[src/rtl/pipe_stage_reg.sv]
// pipe_stage_reg: generic DEPTH-stage pipeline register with valid tracking, stall, flush
// and bubble collapse. Define PIPE_STAGE_PERF_EN to build the stall/flush performance counters.

module pipe_stage_slot #(
  parameter int DATA_W = 32,
  parameter int CTRL_W = 8
) (
  input  logic              Clk,
  input  logic              Reset,
  input  logic              flush,
  input  logic              move,
  input  logic              src_valid,
  input  logic [DATA_W-1:0] src_data,
  input  logic [CTRL_W-1:0] src_ctrl,
  output logic              valid,
  output logic [DATA_W-1:0] data,
  output logic [CTRL_W-1:0] ctrl
);
  always_ff @(posedge Clk) begin
    if (Reset || flush) begin
      valid <= 1'b0;
      data  <= '0;
      ctrl  <= '0;
    end else if (move) begin
      valid <= src_valid;
      data  <= src_data;
      // a bubble must never carry live control (RegWrite, MemWrite...)
      ctrl  <= src_ctrl & {CTRL_W{src_valid}};
    end
  end
endmodule

module pipe_stage_reg #(
  parameter int DATA_W = 32,
  parameter int CTRL_W = 8,
  parameter int DEPTH  = 1
) (
  input  logic              Clk,
  input  logic              Reset,
  input  logic              in_Valid,
  input  logic [DATA_W-1:0] in_Data,
  input  logic [CTRL_W-1:0] in_Ctrl,
  input  logic              in_Stall,
  input  logic              in_Flush,
  output logic              out_Valid,
  output logic [DATA_W-1:0] out_Data,
  output logic [CTRL_W-1:0] out_Ctrl,
  output logic              out_Full,
  output logic [31:0]       out_StallCycles,
  output logic [31:0]       out_FlushCount
);
  if (DEPTH < 1 || DEPTH > 4) begin : g_bad_depth
    $error("pipe_stage_reg: DEPTH must be in 1..4");
  end

  // index 0 is the input port, index k+1 is stage k
  logic [DEPTH:0]             vld_pipe;
  logic [DEPTH:0][DATA_W-1:0] data_pipe;
  logic [DEPTH:0][CTRL_W-1:0] ctrl_pipe;
  logic [DEPTH-1:0]           move;

  assign vld_pipe[0]  = in_Valid;
  assign data_pipe[0] = in_Data;
  assign ctrl_pipe[0] = in_Ctrl;

  // a stage may advance if the one after it advances or it is holding a bubble
  always_comb begin
    move = '0;
    move[DEPTH-1] = !in_Stall;
    for (int k = DEPTH - 2; k >= 0; k--)
      move[k] = move[k+1] | !vld_pipe[k+1];
  end

  for (genvar k = 0; k < DEPTH; k++) begin : g_stage
    pipe_stage_slot #(.DATA_W(DATA_W), .CTRL_W(CTRL_W)) u_slot (
      .Clk      (Clk),
      .Reset    (Reset),
      .flush    (in_Flush),
      .move     (move[k]),
      .src_valid(vld_pipe[k]),
      .src_data (data_pipe[k]),
      .src_ctrl (ctrl_pipe[k]),
      .valid    (vld_pipe[k+1]),
      .data     (data_pipe[k+1]),
      .ctrl     (ctrl_pipe[k+1])
    );
  end

  assign out_Valid = vld_pipe[DEPTH];
  assign out_Data  = data_pipe[DEPTH];
  assign out_Ctrl  = ctrl_pipe[DEPTH];
  assign out_Full  = !move[0];

`ifdef PIPE_STAGE_PERF_EN
  logic [31:0] stall_cnt;
  logic [31:0] flush_cnt;

  always_ff @(posedge Clk) begin
    if (Reset) begin
      stall_cnt <= '0;
      flush_cnt <= '0;
    end else begin
      if (in_Stall && out_Valid && stall_cnt != 32'hFFFF_FFFF) stall_cnt <= stall_cnt + 32'd1;
      if (in_Flush && flush_cnt != 32'hFFFF_FFFF)             flush_cnt <= flush_cnt + 32'd1;
    end
  end

  assign out_StallCycles = stall_cnt;
  assign out_FlushCount  = flush_cnt;
`else
  assign out_StallCycles = '0;
  assign out_FlushCount  = '0;
`endif
endmodule
[config.mk]
export PLATFORM = sky130hd
export DESIGN_NAME = pipe_stage_reg
export DESIGN_NICKNAME = d
export VERILOG_FILES = /design/src/rtl/pipe_stage_reg.sv
export SDC_FILE = /design/constraint.sdc
export NUM_CORES = 1
export LEC_CHECK = 0
export CORE_ASPECT_RATIO = 1.25
export CORE_MARGIN = 10
export CORE_UTILIZATION = 37
export DETAILED_ROUTE_END_ITERATION = 7
export PLACE_DENSITY = 0.86
export SYNTH_ARGS = -nofsm -noshare
export SYNTH_HDL_FRONTEND = slang
export SYNTH_SLANG_ARGS = --single-unit
[constraint.sdc]
create_clock -name Clk -period 1.6 [get_ports Clk]
set_input_delay 0.16 -clock Clk [delete_from_list [all_inputs] [get_ports Clk]]
set_output_delay 0.16 -clock Clk [all_outputs]
set_load 0.005 [all_outputs]
---- Word level (Yosys, flattened, before mapping) ----
Cells that the tools add are included.
word-level totals
  bits in registers ....................... 41
  output and inout bits ................... 106
  word-level logic and storage cells ...... 5
cells by class
  bitwise logic cells ..................... 1
  reduce and logical (&&, ||, !) cells .... 1
operators by type and width
  cell                number
  $and A8 B8 Y8       1
  $logic_or A1 B1 Y1  1

---- Longest topological paths before layout ----
  word-level depth ........................ 1
  gate-level depth with buffers ........... 5
  mapped depth without buffers ............ 2

---- Modules after synthesis ----
A second synthesis with hierarchy kept.
second synthesis, totals
  cells, all modules ...................... 211
  area total of the unflattened synthesis .. 2,029.4 um2
by module, submodules not included
  module           instances  cells an instance  area an instance (um2)
  pipe_stage_slot  1          144                1,534.0
  pipe_stage_reg   1          67                 495.5

---- Least setup slack after synthesis ----
No wires, ideal clock.
  kind .................................... input -> register
  from .................................... in in_Stall
  to ...................................... reg g_stage[0].u_slot.data[17]
  data arrival time ....................... 0.690 ns
  data required time ...................... 1.486 ns
  path slack .............................. 0.795 ns
  stages on the path ...................... 5
  path buffers ............................ 3
  cell sequence ........................... buf_6 buf_6 buf_12 mux2i_1 nor2_1
RTL lines
  item                  line  RTL
  start, declared       43    input logic in_Stall,
  end signal, assigned  26    data <= src_data;
  end, declared         16    output logic [DATA_W-1:0] data,

---- Worst setup path after layout ----
  from .................................... reg g_stage[0].u_slot.data[2]
  to ...................................... out out_Data[2]
RTL lines
  item           line  RTL
  end, declared  46    output logic [DATA_W-1:0] out_Data,
No word-level cell between the ends.

==> results.json <==
{
  "drtIter0Drc": 42,
  "whs_endpoint": "g_stage[0].u_slot.ctrl[0]$_SDFFE_PP0N_",
  "cp-startpoint": "g_stage[0].u_slot.data[2]$_SDFFE_PP0N_",
  "cap_violations": 0,
  "drv_slew": 0,
  "rows": 30,
  "hp-class": "in2reg",
  "start_kind": "flip-flop",
  "rsz0062_at_grt": "false",
  "ctsHoldBuffers": 0,
  "cts_buffer_depth": 2,
  "cp_cell_sequence": "clkdlybuf4s50_1",
  "drtPass1Iterations": 2,
  "synth.top_cell.area_share_pct": 40.4,
  "ys_seq_area_share_pct": 40.4,
  "clk_latency_ps": 280,
  "switchingPower_mw": 0.480,
  "power_mw": 2.04,
  "cts_buffers": 5,
  "synth.cell_area_mm2": 0.00203,
  "port_buffers": 86,
  "synth-seq-cells": 41,
  "clockPowerShare_pct": 30.9,
  "area_growth_pct": 33.0,
  "synth_edf_count": 0,
  "cts_setup_buffers": 0,
  "fmax_mhz": 765,
  "via_per_inst": 4.09,
  "worstHoldPathCells": 4,
  "die_y_um": 103,
  "diodes": 0,
  "finalHoldViolCount": 0,
  "finClkSkew_ps": 0,
  "async_reset_ff_share_pct": 0,
  "seq_power_share_pct": 52.3,
  "finalWirelength_um": 5110,
  "slowest_stage": "clkdlybuf4s50_1",
  "finalCriticalPeriod_ps": 1310,
  "reg2reg_to": "g_stage[0].u_slot.data[14]$_SDFFE_PP0N_",
  "io_pins": 151,
  "cp-end-kind": "primary output",
  "finalNetCount": 336,
  "critPathTopFamily": "buffers and inverters",
  "ir_worst_vdd_v": 0.000413,
  "post-route-util_pct": 50.3,
  "cts_sinks": 41,
  "p_leak_nw": 1.17,
  "core_area_mm2": 0.00537,
  "reg2reg_depth": 2,
  "grt_pass1_wl_um": 7720,
  "min_from": "in_Stall",
  "wl_per_cell_um": 14.4,
  "slowest_delay_ps": 520,
  "cp.buffers_inverters": 1,
  "post-place-ws_ps": 270,
  "grt_start_max_net_pins": 50,
  "path_class": "reg2out",
  "cts.repair.resized": 0,
  "setup_viol": 0,
  "outcome": "completed",
  "power_density_mw_per_mm2": 755,
  "p_comb_share_pct": 16.7,
  "avgSynthCellArea_um2": 9.66,
  "route.detailed.drc": 0,
  "fillers": 523,
  "fin_crit_sh_pct": 81.7,
  "antenna_found_initial": 0,
  "die_w_um": 86.2,
  "vias": 1455,
  "tns_ps": 0,
  "antenna_left": 0,
  "grt.total_usage_pct": 10.7,
  "synth_cells": 210,
  "yosysUniqueCellTypes": 14,
  "synth.area.top_cells": "dfxtp_1 (40%), buf_4 (25%), mux2i_1 (16%)",
  "synth_top_cells_by_count": "buf_4 (67), dfxtp_1 (41), mux2i_1 (33), nor2_1 (33)",
  "yosysMostFrequentCell": "buf_4",
  "worstReg2RegStart": "g_stage[0].u_slot.data[14]$_SDFFE_PP0N_",
  "synth_ff_type": "dfxtp_1",
  "ys_warn_count": 0,
  "yosysTopAreaCell": "dfxtp_1",
  "sw_frac_of_total_pct": 23.5,
  "die_area_mm2": 0.00887,
  "clockRootBuffer": "clkbuf_8",
  "cts_tree": "done",
  "r2r_slack_ps": 930,
  "h-tree-depth": 2,
  "cp_max_fo": 2,
  "initial_core_util_pct": 37.8,
  "drive_gt1_share_pct": 3.08,
  "arrival_ps": 1150,
  "fin_ws_ps": 293,
  "grt_pass1_vias": 1565,
  "cp.required_ps": 1440,
  "p_int_mw": 1.56,
  "dp_hpwl_um": 4150,
  "gp_congestion": 0.653,
  "path_clk_slew_ps": 70,
  "grt_overflow": 0
}
[metrics by stage]
| stage | instance area, um2 | instances | hold slack (ps) |
|---|---|---|---|
| floorplan | 2270 | 273 | 304 |
| finish | 2700 | 356 | 390 |
| CTS | 2700 | 356 | 377 |
| global route | 2700 | 356 | 398 |
| detailed placement | 2620 | 348 | 453 |
| global placement | 2620 | 348 | 448 |
[layer usage]
| metal | wire length (um) | global-route usage [%] | vias up |
|---|---|---|---|
| li1 | - | - | 700 |
| met1 | 1650 | 9.85 | 669 |
| met2 | 2790 | 19.4 | 84 |
| met3 | 663 | 6.56 | 2 |
| met4 | 16 | 3.00 | 0 |
| met5 | 0 | 0 | - |
[logic make-up after synthesis]
logic type / after synthesis / share of synthesized area (%)
buf+inv: 77 / 30.1
compound gates: 8 / 2.16
mux: 33 / 16.3
flops: 41 / 40.4
simple gates: 50 / 10.9
other cells: 1 / 0.185
[cell usage in the layout (no fill, tap or decap)]
master and instances:
clkdlybuf4s50_1 85, clkbuf_1 3, dfxtp_1 41, nand2_1 8
a21oi_1 7, nand3b_1 8, or2_1 1, buf_4 1
conb_1 64, clkbuf_8 5, nor2_1 33, a21oi_2 1
buf_12 1, mux2i_1 33, buf_2 1
[layout make-up]
cell class              count  area (um2)  area share, %
flip-flops and latches     41         821           30.4
well taps                  64        80.1           2.97
repair buffers             88         883           32.7
multi-input cells         155         835           30.9
clock buffers               8        80.1           2.97
[power by group through the flow]
stage               Sequential (mW)  Combinational [mW]  Clock (mW)
finish                         1.07               0.341       0.631
global route                   1.07               0.379       0.709
CTS                            1.07               0.337       0.676
detailed placement             1.09               0.336           0
global placement               1.09               0.330           0
floorplan                      1.09               0.277           0
[state kept, by name, summed over array words and instances (netlist names)]
| name | count |
|---|---|
| g_stage.u_slot.ctrl | 8 |
| g_stage.u_slot.data | 32 |
| g_stage.u_slot.valid | 1 |
[how the worst max path moves through the flow]
stage                                                   end  slack, ps  cells after the start
floorplan           g_stage[0].u_slot.data[17]$_SDFFE_PP0N_        800                      5
global placement     g_stage[0].u_slot.data[3]$_SDFFE_PP0N_        280                      4
detailed placement  g_stage[0].u_slot.data[24]$_SDFFE_PP0N_        270                      4
CTS                                             out_Data[2]        260                      1
global route                                   out_Data[17]        240                      1
finish                                          out_Data[2]        290                      1
(Power assumes the default switching activity.)
